**src/rtl/hazard_ctrl_pkg.sv**
```systemverilog
// Shared types for the pipeline hazard controller: FSM states and EX forward selects.
package hazard_ctrl_pkg;

    typedef enum logic [1:0] {
        RUN     = 2'd0,
        LDSTALL = 2'd1,
        FREEZE  = 2'd2
    } hz_state_e;

    typedef enum logic [1:0] {
        FWD_RF  = 2'd0,
        FWD_MEM = 2'd1,
        FWD_WB  = 2'd2
    } fwd_sel_e;

    // The instruction one stage ahead (EX) is the youngest producer, so it wins over MEM.
    function automatic fwd_sel_e pick_fwd(input logic ex_hit, input logic mem_hit);
        if (ex_hit)
            return FWD_MEM;
        if (mem_hit)
            return FWD_WB;
        return FWD_RF;
    endfunction

endpackage

```
**src/rtl/hazard_ctrl_if.sv**
```systemverilog
// Control bundle between the RV32I pipeline datapath (master) and hazard_ctrl (slave).
interface hazard_ctrl_if #(
    parameter int unsigned RA_W  = 5,
    parameter int unsigned CNT_W = 32
);
    logic [RA_W-1:0]  id_rs1_addr;
    logic [RA_W-1:0]  id_rs2_addr;
    logic             id_rs1_used;
    logic             id_rs2_used;
    logic [RA_W-1:0]  id_rd_addr;
    logic             id_rf_wen;
    logic             id_is_load;
    logic             ex_redirect;
    logic             mem_busy;
    logic             pc_en;
    logic             if_id_en;
    logic             if_id_flush;
    logic             id_ex_en;
    logic             id_ex_flush;
    logic             pipe_en;
    logic             id_rs1_byp;
    logic             id_rs2_byp;
    logic [1:0]       fwd_rs1_sel;
    logic [1:0]       fwd_rs2_sel;
    logic [CNT_W-1:0] stall_cnt;
    logic [CNT_W-1:0] flush_cnt;

    modport master (
        output id_rs1_addr, id_rs2_addr, id_rs1_used, id_rs2_used,
               id_rd_addr, id_rf_wen, id_is_load, ex_redirect, mem_busy,
        input  pc_en, if_id_en, if_id_flush, id_ex_en, id_ex_flush, pipe_en,
               id_rs1_byp, id_rs2_byp, fwd_rs1_sel, fwd_rs2_sel,
               stall_cnt, flush_cnt
    );

    modport slave (
        input  id_rs1_addr, id_rs2_addr, id_rs1_used, id_rs2_used,
               id_rd_addr, id_rf_wen, id_is_load, ex_redirect, mem_busy,
        output pc_en, if_id_en, if_id_flush, id_ex_en, id_ex_flush, pipe_en,
               id_rs1_byp, id_rs2_byp, fwd_rs1_sel, fwd_rs2_sel,
               stall_cnt, flush_cnt
    );
endinterface

```
**src/rtl/hazard_sb_entry.sv**
```systemverilog
// One scoreboard slot {valid,rd,wen,load} plus its compare against both ID sources.
module hazard_sb_entry
    import hazard_ctrl_pkg::*;
#(
    parameter int unsigned RA_W = 5
) (
    input  logic            clk,
    input  logic            reset,
    input  logic            en,
    input  logic            d_valid,
    input  logic [RA_W-1:0] d_rd,
    input  logic            d_wen,
    input  logic            d_load,
    input  logic [RA_W-1:0] src1,
    input  logic            used1,
    input  logic [RA_W-1:0] src2,
    input  logic            used2,
    output logic            q_valid,
    output logic [RA_W-1:0] q_rd,
    output logic            q_wen,
    output logic            q_load,
    output logic            match1,
    output logic            match2
);

    always_ff @(posedge clk or posedge reset) begin
        if (reset) begin
            q_valid <= 1'b0;
            q_rd    <= '0;
            q_wen   <= 1'b0;
            q_load  <= 1'b0;
        end else if (en) begin
            q_valid <= d_valid;
            q_rd    <= d_rd;
            q_wen   <= d_wen;
            q_load  <= d_load;
        end
    end

    // x0 is hardwired zero and never produces a hazard.
    assign match1 = q_valid & q_wen & (q_rd != '0) & (q_rd == src1) & used1;
    assign match2 = q_valid & q_wen & (q_rd != '0) & (q_rd == src2) & used2;

endmodule

```
**src/rtl/hazard_ctrl.sv**
```systemverilog
// 5-stage RV32I pipeline controller: load-use stall, redirect flush, memory freeze,
// EX forwarding selects and ID regfile bypass driven by an EX/MEM/WB scoreboard.
module hazard_ctrl
    import hazard_ctrl_pkg::*;
#(
    parameter int unsigned RA_W  = 5,
    parameter int unsigned CNT_W = 32
) (
    input  logic         clk,
    input  logic         reset,
    hazard_ctrl_if.slave hz
);

    hz_state_e        state;
    fwd_sel_e         fwd1_q, fwd2_q;
    logic [CNT_W-1:0] stall_q, flush_q;

    logic pc_en, if_id_en, if_id_flush, id_ex_en, id_ex_flush, pipe_en;
    logic run_like, load_use, redirect_take;

    logic            ex_v, ex_wen, ex_ld, ex_m1, ex_m2;
    logic            mem_v, mem_wen, mem_ld, mem_m1, mem_m2;
    logic            wb_v, wb_wen, wb_ld, wb_m1, wb_m2;
    logic [RA_W-1:0] ex_rd, mem_rd, wb_rd;
    logic            unused_wb;

    hazard_sb_entry #(.RA_W(RA_W)) u_sb_ex (
        .clk(clk), .reset(reset), .en(id_ex_en),
        .d_valid(~id_ex_flush), .d_rd(hz.id_rd_addr),
        .d_wen(hz.id_rf_wen & ~id_ex_flush), .d_load(hz.id_is_load & ~id_ex_flush),
        .src1(hz.id_rs1_addr), .used1(hz.id_rs1_used),
        .src2(hz.id_rs2_addr), .used2(hz.id_rs2_used),
        .q_valid(ex_v), .q_rd(ex_rd), .q_wen(ex_wen), .q_load(ex_ld),
        .match1(ex_m1), .match2(ex_m2)
    );

    hazard_sb_entry #(.RA_W(RA_W)) u_sb_mem (
        .clk(clk), .reset(reset), .en(pipe_en),
        .d_valid(ex_v), .d_rd(ex_rd), .d_wen(ex_wen), .d_load(ex_ld),
        .src1(hz.id_rs1_addr), .used1(hz.id_rs1_used),
        .src2(hz.id_rs2_addr), .used2(hz.id_rs2_used),
        .q_valid(mem_v), .q_rd(mem_rd), .q_wen(mem_wen), .q_load(mem_ld),
        .match1(mem_m1), .match2(mem_m2)
    );

    hazard_sb_entry #(.RA_W(RA_W)) u_sb_wb (
        .clk(clk), .reset(reset), .en(pipe_en),
        .d_valid(mem_v), .d_rd(mem_rd), .d_wen(mem_wen), .d_load(mem_ld),
        .src1(hz.id_rs1_addr), .used1(hz.id_rs1_used),
        .src2(hz.id_rs2_addr), .used2(hz.id_rs2_used),
        .q_valid(wb_v), .q_rd(wb_rd), .q_wen(wb_wen), .q_load(wb_ld),
        .match1(wb_m1), .match2(wb_m2)
    );

    assign unused_wb = ^{wb_v, wb_rd, wb_wen, wb_ld};

    // Leaving FREEZE behaves like RUN in the same cycle so a held load-use is re-detected.
    assign run_like      = (state != LDSTALL);
    assign load_use      = ex_ld & (ex_m1 | ex_m2);
    assign redirect_take = ~hz.mem_busy & run_like & hz.ex_redirect;

    always_comb begin
        pc_en       = 1'b1;
        if_id_en    = 1'b1;
        if_id_flush = 1'b0;
        id_ex_en    = 1'b1;
        id_ex_flush = 1'b0;
        pipe_en     = 1'b1;
        if (hz.mem_busy) begin
            pc_en    = 1'b0;
            if_id_en = 1'b0;
            id_ex_en = 1'b0;
            pipe_en  = 1'b0;
        end else if (redirect_take) begin
            if_id_flush = 1'b1;
            id_ex_flush = 1'b1;
        end else if (run_like && load_use) begin
            pc_en       = 1'b0;
            if_id_en    = 1'b0;
            id_ex_flush = 1'b1;
        end
    end

    always_ff @(posedge clk or posedge reset) begin
        if (reset) begin
            state   <= RUN;
            fwd1_q  <= FWD_RF;
            fwd2_q  <= FWD_RF;
            stall_q <= '0;
            flush_q <= '0;
        end else begin
            if (hz.mem_busy)
                state <= FREEZE;
            else if (run_like && !hz.ex_redirect && load_use)
                state <= LDSTALL;
            else
                state <= RUN;

            if (id_ex_en) begin
                fwd1_q <= id_ex_flush ? FWD_RF : pick_fwd(ex_m1, mem_m1);
                fwd2_q <= id_ex_flush ? FWD_RF : pick_fwd(ex_m2, mem_m2);
            end

            if (!pc_en)
                stall_q <= stall_q + CNT_W'(1);
            if (redirect_take)
                flush_q <= flush_q + CNT_W'(1);
        end
    end

    assign hz.pc_en       = pc_en;
    assign hz.if_id_en    = if_id_en;
    assign hz.if_id_flush = if_id_flush;
    assign hz.id_ex_en    = id_ex_en;
    assign hz.id_ex_flush = id_ex_flush;
    assign hz.pipe_en     = pipe_en;
    assign hz.id_rs1_byp  = wb_m1;
    assign hz.id_rs2_byp  = wb_m2;
    assign hz.fwd_rs1_sel = fwd1_q;
    assign hz.fwd_rs2_sel = fwd2_q;
    assign hz.stall_cnt   = stall_q;
    assign hz.flush_cnt   = flush_q;

endmodule

```
**src/flat_wrapper.sv**
```systemverilog
// flat-port wrapper written by rule: the top's interface ports become plain ports
module hazard_ctrl_flat import hazard_ctrl_pkg::*;
#(
    parameter int unsigned RA_W  = 5,
    parameter int unsigned CNT_W = 32
)
  (clk, reset, hz_id_rs1_addr, hz_id_rs2_addr, hz_id_rs1_used, hz_id_rs2_used, hz_id_rd_addr, hz_id_rf_wen, hz_id_is_load, hz_ex_redirect, hz_mem_busy, hz_pc_en, hz_if_id_en, hz_if_id_flush, hz_id_ex_en, hz_id_ex_flush, hz_pipe_en, hz_id_rs1_byp, hz_id_rs2_byp, hz_fwd_rs1_sel, hz_fwd_rs2_sel, hz_stall_cnt, hz_flush_cnt);
  hazard_ctrl_if #(.RA_W(RA_W), .CNT_W(CNT_W)) hz_i ();
  input  logic clk;
  input  logic reset;
  input wire logic [$bits(hz_i.id_rs1_addr)-1:0] hz_id_rs1_addr;
  input wire logic [$bits(hz_i.id_rs2_addr)-1:0] hz_id_rs2_addr;
  input wire logic [$bits(hz_i.id_rs1_used)-1:0] hz_id_rs1_used;
  input wire logic [$bits(hz_i.id_rs2_used)-1:0] hz_id_rs2_used;
  input wire logic [$bits(hz_i.id_rd_addr)-1:0] hz_id_rd_addr;
  input wire logic [$bits(hz_i.id_rf_wen)-1:0] hz_id_rf_wen;
  input wire logic [$bits(hz_i.id_is_load)-1:0] hz_id_is_load;
  input wire logic [$bits(hz_i.ex_redirect)-1:0] hz_ex_redirect;
  input wire logic [$bits(hz_i.mem_busy)-1:0] hz_mem_busy;
  output wire logic [$bits(hz_i.pc_en)-1:0] hz_pc_en;
  output wire logic [$bits(hz_i.if_id_en)-1:0] hz_if_id_en;
  output wire logic [$bits(hz_i.if_id_flush)-1:0] hz_if_id_flush;
  output wire logic [$bits(hz_i.id_ex_en)-1:0] hz_id_ex_en;
  output wire logic [$bits(hz_i.id_ex_flush)-1:0] hz_id_ex_flush;
  output wire logic [$bits(hz_i.pipe_en)-1:0] hz_pipe_en;
  output wire logic [$bits(hz_i.id_rs1_byp)-1:0] hz_id_rs1_byp;
  output wire logic [$bits(hz_i.id_rs2_byp)-1:0] hz_id_rs2_byp;
  output wire logic [$bits(hz_i.fwd_rs1_sel)-1:0] hz_fwd_rs1_sel;
  output wire logic [$bits(hz_i.fwd_rs2_sel)-1:0] hz_fwd_rs2_sel;
  output wire logic [$bits(hz_i.stall_cnt)-1:0] hz_stall_cnt;
  output wire logic [$bits(hz_i.flush_cnt)-1:0] hz_flush_cnt;
  assign hz_i.id_rs1_addr = hz_id_rs1_addr;
  assign hz_i.id_rs2_addr = hz_id_rs2_addr;
  assign hz_i.id_rs1_used = hz_id_rs1_used;
  assign hz_i.id_rs2_used = hz_id_rs2_used;
  assign hz_i.id_rd_addr = hz_id_rd_addr;
  assign hz_i.id_rf_wen = hz_id_rf_wen;
  assign hz_i.id_is_load = hz_id_is_load;
  assign hz_i.ex_redirect = hz_ex_redirect;
  assign hz_i.mem_busy = hz_mem_busy;
  assign hz_pc_en = hz_i.pc_en;
  assign hz_if_id_en = hz_i.if_id_en;
  assign hz_if_id_flush = hz_i.if_id_flush;
  assign hz_id_ex_en = hz_i.id_ex_en;
  assign hz_id_ex_flush = hz_i.id_ex_flush;
  assign hz_pipe_en = hz_i.pipe_en;
  assign hz_id_rs1_byp = hz_i.id_rs1_byp;
  assign hz_id_rs2_byp = hz_i.id_rs2_byp;
  assign hz_fwd_rs1_sel = hz_i.fwd_rs1_sel;
  assign hz_fwd_rs2_sel = hz_i.fwd_rs2_sel;
  assign hz_stall_cnt = hz_i.stall_cnt;
  assign hz_flush_cnt = hz_i.flush_cnt;
  hazard_ctrl #(.RA_W(RA_W), .CNT_W(CNT_W)) u_core (.clk(clk), .reset(reset), .hz(hz_i));
endmodule
```
**config.mk**
```make
export PLATFORM = sky130hd
export DESIGN_NAME = hazard_ctrl_flat
export DESIGN_NICKNAME = d
export VERILOG_FILES = /design/src/rtl/hazard_ctrl_pkg.sv /design/src/rtl/hazard_ctrl_if.sv /design/src/rtl/hazard_sb_entry.sv /design/src/rtl/hazard_ctrl.sv /design/src/flat_wrapper.sv
export SDC_FILE = /design/constraint.sdc
export NUM_CORES = 1
export LEC_CHECK = 0
export BUFFER_PORTS_ARGS = -buffer_cell sky130_fd_sc_hd__buf_2
export CAP_MARGIN = 20
export CORE_MARGIN = 2
export CORE_UTILIZATION = 49
export CTS_CLUSTER_DIAMETER = 200
export DETAILED_ROUTE_END_ITERATION = 10
export PLACE_DENSITY = 0.76
export SYNTH_ARGS = -nofsm -noshare
export SYNTH_HDL_FRONTEND = slang
export SYNTH_SLANG_ARGS = --single-unit
export TNS_END_PERCENT = 30
```
**constraint.sdc**
```tcl
create_clock -name clk -period 2.8 [get_ports clk]
set_input_delay 0.56 -clock clk [delete_from_list [all_inputs] [get_ports clk]]
set_output_delay 0.56 -clock clk [all_outputs]
set_load 0.05 [all_outputs]
```
Word level (Yosys, flattened, before mapping)
Cells that the tools add are included.

storage, ports and cells
  register bits = 92
  output and inout bits = 76
  word-level logic and storage cells = 88
  input bits = 23

cells by class
  $add $sub $neg = 2
  multiplexer cells = 31
  bitwise operators = 26
  equal/unequal tests = 7
  reduce and logical (&&, ||, !) cells = 7

operators by type and width
  kind                   count
  $add 32x1->32 const B  2
  $eq 5x5->1             6
  $and 1x1->1            23
  $mux 2                 11
  $mux 1                 20
  $reduce_bool 5->1      3
  $logic_and 1x1->1      3
  $ne 2x1->1 const B     1
  $not 1->1              2
  $logic_not 1->1        1
  $or 1x1->1             1

Logic depth before layout (Yosys ltp)
  depth in word-level cells = 12
  mapped depth = 8
  mapped depth without buffers = 6

Modules after synthesis
From an unflattened synthesis, not the netlist that was laid out.

unflattened totals
  cells, all modules = 408
  area total of the unflattened synthesis = 4543.1 µm²

modules (own cells, without submodules)
  module           area an instance (µm²)  instances  cells each
  hazard_ctrl      3236.9                  1          300
  hazard_sb_entry  435.4                   3          36

Worst setup path before layout
No wires, ideal clock.

  path kind = reg-to-output
  start = register u_core.u_sb_ex.q_rd[1]
  end = output port hz_pc_en
  path buffers = 2
  required time = 2240 ps
  cell stages (with the launch flop) = 8
  arrival time = 2275 ps
  path slack = -35 ps
  cells stage by stage = dfrtp_1 > or4_1 > o211ai_2 > nor3b_1 > o211a_1 > buf_6 > nor2_2 > buf_4

between the ends
  cells in the longest elaborated chain, start to end = 10
  elaborated cells on any way between the ends = 14
  classes of those cells = 2 x eq/ne; 3 x mux; 7 x bitwise; 2 x reduce/logical

RTL lines
  item                                                RTL line                                      source
  start, declared                                     hazard_sb_entry.sv:19                         output logic [RA_W-1:0] q_rd,
  start signal, assigned                              hazard_sb_entry.sv:34                         q_rd <= d_rd;
  $reduce_bool 5->1                                   hazard_sb_entry.sv:41, hazard_sb_entry.sv:42
  $and 1x1->1                                         hazard_sb_entry.sv:41, hazard_sb_entry.sv:42
  $and 1x1->1, on equally long branches (2 in a row)  hazard_sb_entry.sv:41, hazard_sb_entry.sv:42
  $or 1x1->1 (*)                                      hazard_ctrl.sv:59                             assign load_use = ex_ld & (ex_m1 | ex_m2);
  $and 1x1->1 (*)                                     hazard_ctrl.sv:59
  $logic_and 1x1->1 (*)                               hazard_ctrl.sv:77                             end else if (run_like && load_use) begin
  $mux 1 (*) (3 in a row)                             -
  end, declared                                       flat_wrapper.sv:20                            output wire logic [$bits(hz_i.pc_en)-1:0] hz_pc_en;

Every way passes the cells marked *; elsewhere a longest branch is shown, timed or not.

Final worst setup path
  start = register u_core.u_sb_ex.q_rd[2]
  end = output port hz_if_id_en

between the ends
  cells in the longest elaborated chain, start to end = 10
  elaborated cells on any way between the ends = 14
  classes of those cells = 2 x eq/ne; 3 x mux; 7 x bitwise; 2 x reduce/logical

RTL lines
  item                                                RTL line                                      source
  $reduce_bool 5->1                                   hazard_sb_entry.sv:41, hazard_sb_entry.sv:42
  $and 1x1->1                                         hazard_sb_entry.sv:41, hazard_sb_entry.sv:42
  $and 1x1->1, on equally long branches (2 in a row)  hazard_sb_entry.sv:41, hazard_sb_entry.sv:42
  $or 1x1->1 (*)                                      hazard_ctrl.sv:59
  $and 1x1->1 (*)                                     hazard_ctrl.sv:59
  $logic_and 1x1->1 (*)                               hazard_ctrl.sv:77
  $mux 1 (*)                                          hazard_ctrl.sv:77
  $mux 1 (*)                                          hazard_ctrl.sv:74                             end else if (redirect_take) begin
  $mux 1 (*)                                          hazard_ctrl.sv:69                             if (hz.mem_busy) begin
  end, declared                                       flat_wrapper.sv:21                            output wire logic [$bits(hz_i.if_id_en)-1:0] hz_if_id_en;

Marked as above.

==> summary.md <==
| Metric | Value |
|---|---|
| Row cnt | 34 |
| Clock transition at path regs | 0.10 ns |
| Cts hold-fix bufs | 0 |
| Fin Hold WS | 0.232 ns |
| Worst path required time | 2.24 ns |
| WP buf/inv | 1 |
| P_leak | 0.00251 uW |
| First DRT Iteration DRCs | 99 |
| Cell variety after synth | 40 |
| H-tree depth | 3 |
| IO Pins | 99 |
| Pre-CTS setup slack | 0.110 ns |
| Mapped Cells | 399 |
| Clock buffer depth | 2 |
| Die Height | 99.8 um |
| Crit Path Class | flip-flop to output port |
| Startpoint types | flip-flop |
| Grt total ovfl | 0 |
| Minimum clock period | 2.72 ns |
| Initial antenna violation count | 0 |
| GRT Total Usage | 20.8% |
| Starting density of the core | 51.1% |
| Synth Area per Inst | 11.3 um^2 |
| Final design area excluding fillers | 5400 um^2 |
| RSZ-0062 raised after global routing | yes |
| Largest net degree at the start of global routing | 71 |
| FMAX | 368 MHz |
| # diodes | 0 |
| Worst-Margin Slew | 0.514 ns |
| Setup crit end kind | output port |
| P&R area growth vs syn | 20.0% |
| Post-DP HPWL | 7030 um |
| DP Area | 5110 um^2 |
| Hold crit path type | primary input to async pin |
| Routed via count | 3,389 |
| Clock buffer count from CTS | 9 |
| Dpl cells | 598 |
| Final period utilization | 97.1% |
| DR pass1 iterations | 4 |
| Maximum VDD drop | 0.000692 V |
| Final net count | 530 |
| Slew Viols, Final | 0 |
| #FFs+latches synth | 92 |
| Sequential cell area fraction in the yosys report | 51.2% |
| First-pass GRT wire length | 16,800 um |
| Crit-path max FO | 4 |
| Root Buffer | clkbuf_8 |
| DR WL/cell | 15.8 um |
| Share of post-route cells with drive strength above 1 | 32.7% |
| RD Place Congestion | 0.921 |
| Setup TNS | 0 ns |
| Final hold vios | 0 |
| Die Wd | 99.8 um |
| Final setup margin | 0.0822 ns |
| Ys Warns | 0 |
| Total core area | 8810 um^2 |
| P per Cell Area | 631 nW/um^2 |
| Max-cap viol count | 0 |
| Antenna-violating nets left | 0 |
| Final-report setup violation count | 0 |
| Number of port buffers | 98 |
| CTS tree | built |
| Worst-path cell chain | or4_4 > o211ai_4 > nor3b_2 > o211a_1 > nor2_4 > buf_6 |
| Syn nets | 424 |
| Top Family by Delay on Critical Path | simple AND/OR/NAND/NOR gates |
| Vias in the first global route | 3,371 |
| Rel. slew slack | 65.6% |
| Crit-path slowest cell | or4_4 |
| Num Clock Sinks | 92 |
| Die area | 9970 um^2 |
| Skew final | 0.0174 ns |
| Post-route DRC | 0 |
| Mapped cell area | 4500 um^2 |
| Cell Count, Final, Fillers Out | 618 |
| Worst path max stage delay | 0.56 ns |
| Latest clock arrival within the worst-skew pair | 0.35 ns |
| Worst EP arrival | 2.16 ns |
| Final WL | 9790 um |
| Outcome | complete, no violations |
| Via density | 5.48 |
-- cell families after synthesis --
kind of cell | share of synthesized area [%]
flops | 51.2
mux | 4.75
simple gates | 15.2
fa+ha+maj | 0.556
buf+inv | 2.25
compound gates | 8.17
xor+xnor | 17.9
-- cell usage in the layout (no fill, tap or decap), types with 3 or more instances in the layout --
master,Yosys,final
xor2_1,23,23
nor2_1,17,17
nand4_1,10,10
o211ai_2,8,7
dfrtp_1,92,89
a22o_1,4,4
buf_2,0,95
xnor2_1,69,69
mux2_2,19,19
buf_4,2,9
and4_1,3,3
and2_1,3,3
a21oi_1,3,3
dfrtp_2,0,3
nor4_1,5,3
o21ai_1,11,11
nand2_1,28,28
nand3_1,28,28
o2111ai_1,7,7
nor3_1,10,10
buf_6,3,3
clkbuf_8,0,9
and3_1,14,14
inv_1,6,5
clkinvlp_4,0,3
-- registers in the layout (all words and copies together), names as in the netlist --
register                 cells
u_core.hz.flush_cnt         32
u_core.hz.fwd_rs1_sel        2
u_core.hz.fwd_rs2_sel        2
u_core.hz.stall_cnt         32
u_core.state                 2
u_core.u_sb_ex.q_load        1
u_core.u_sb_ex.q_rd          5
u_core.u_sb_ex.q_valid       1
u_core.u_sb_ex.q_wen         1
u_core.u_sb_mem.q_rd         5
u_core.u_sb_mem.q_valid      1
u_core.u_sb_mem.q_wen        1
u_core.u_sb_wb.q_rd          5
u_core.u_sb_wb.q_valid       1
u_core.u_sb_wb.q_wen         1
-- per-stage QoR --
step           util [%]  total power [uW]
2_1_floorplan         -              2280
3_3_place_gp       58.0              2500
3_5_place_dp       58.0              2520
4_1_cts            60.6              3430
5_1_grt            61.4              3580
6_report           61.4              3410
-- synth_stat cells (all sizes together) --
| cell | instances | share of area (%) |
|---|---|---|
| a21oi | 3 | 0.33 |
| nor3b | 2 | 0.33 |
| a2111oi | 1 | 0.33 |
| and4 | 3 | 0.58 |
| a22o | 4 | 0.78 |
| o211a | 1 | 0.22 |
| nor4 | 5 | 0.70 |
| or3 | 1 | 0.14 |
| and3 | 14 | 1.9 |
| buf | 8 | 1.3 |
| mux2 | 19 | 4.8 |
| xnor2 | 69 | 13 |
| dfrtp | 92 | 51 |
| xor2 | 23 | 4.5 |
| nand2b | 1 | 0.14 |
| nor2 | 18 | 1.6 |
| o211ai | 10 | 2.6 |
| inv | 6 | 0.50 |
| nand4 | 10 | 1.4 |
| and2 | 3 | 0.42 |
| nand3 | 28 | 3.1 |
| o21ai | 13 | 1.4 |
| o31ai | 2 | 0.33 |
| or4 | 3 | 0.50 |
| nand2 | 28 | 2.3 |
| nor3 | 12 | 1.6 |
| o2111ai | 9 | 2.0 |
| or2 | 1 | 0.14 |
| ha | 2 | 0.56 |
| and2b | 1 | 0.17 |
| o22ai | 1 | 0.14 |
| nor4b | 1 | 0.19 |
| clkbuf | 5 | 0.42 |
-- power breakdown --
group | internal [uW] | switching (uW) | leakage [uW]
clock network | 417 | 480 | 0.0000958
logic | 281 | 570 | 0.00121
registers | 1460 | 200 | 0.00121
total | 2160 | 1250 | 0.00251
-- worst paths after layout --
kind,start,end,slack [ns],cells after the start
worst min-delay path,reset,u_core.hz.flush_cnt[13],0.23,2
min in group clk,hz_ex_redirect,u_core.state[0],0.39,2
max in group asynchronous,reset,u_core.u_sb_ex.q_rd[3],1.83,3
worst min register to register,u_core.hz.flush_cnt[31],u_core.hz.flush_cnt[31],0.47,1
worst max register to register,u_core.u_sb_ex.q_rd[3],u_core.hz.stall_cnt[12],0.50,7
worst max-delay path,u_core.u_sb_ex.q_rd[2],hz_if_id_en,0.08,6
-- timing repair --
item,CTS,global route
pin swaps,0,6
resized for setup,7,9
endpoints found under the hold margin,0,0
setup buffers,0,4
setup endpoints to repair,3,3
-- area by class of cell --
cell class,count,area [um^2]
clock buffers,9,124
clock inverters,7,76.3
fillers,731,3400
inverters,6,26.3
multi-input cells,288,2140
flip-flops and latches,92,2310
well taps,108,135
repair buffers,108,597
-- worst reg2reg max path: stages, from the launching register on --
cell       delay (ns)
dfrtp_2          0.46
xor2_1           0.21
nor4_2           0.33
and3_1           0.24
o211a_1          0.25
buf_4            0.35
o2111ai_1        0.19
xnor2_1          0.16
-- routing by layer --
metal  vias to the layer above  part of all wire [%]  GRT usage (%)
met5                         -                     0              0
met3                        10                   4.6           3.34
li1                       1629                     -              -
met2                        89                    47           32.6
met4                         0                   1.2           8.01
met1                      1661                    47           29.3
Note: power is estimated with default switching activity, not from simulation.
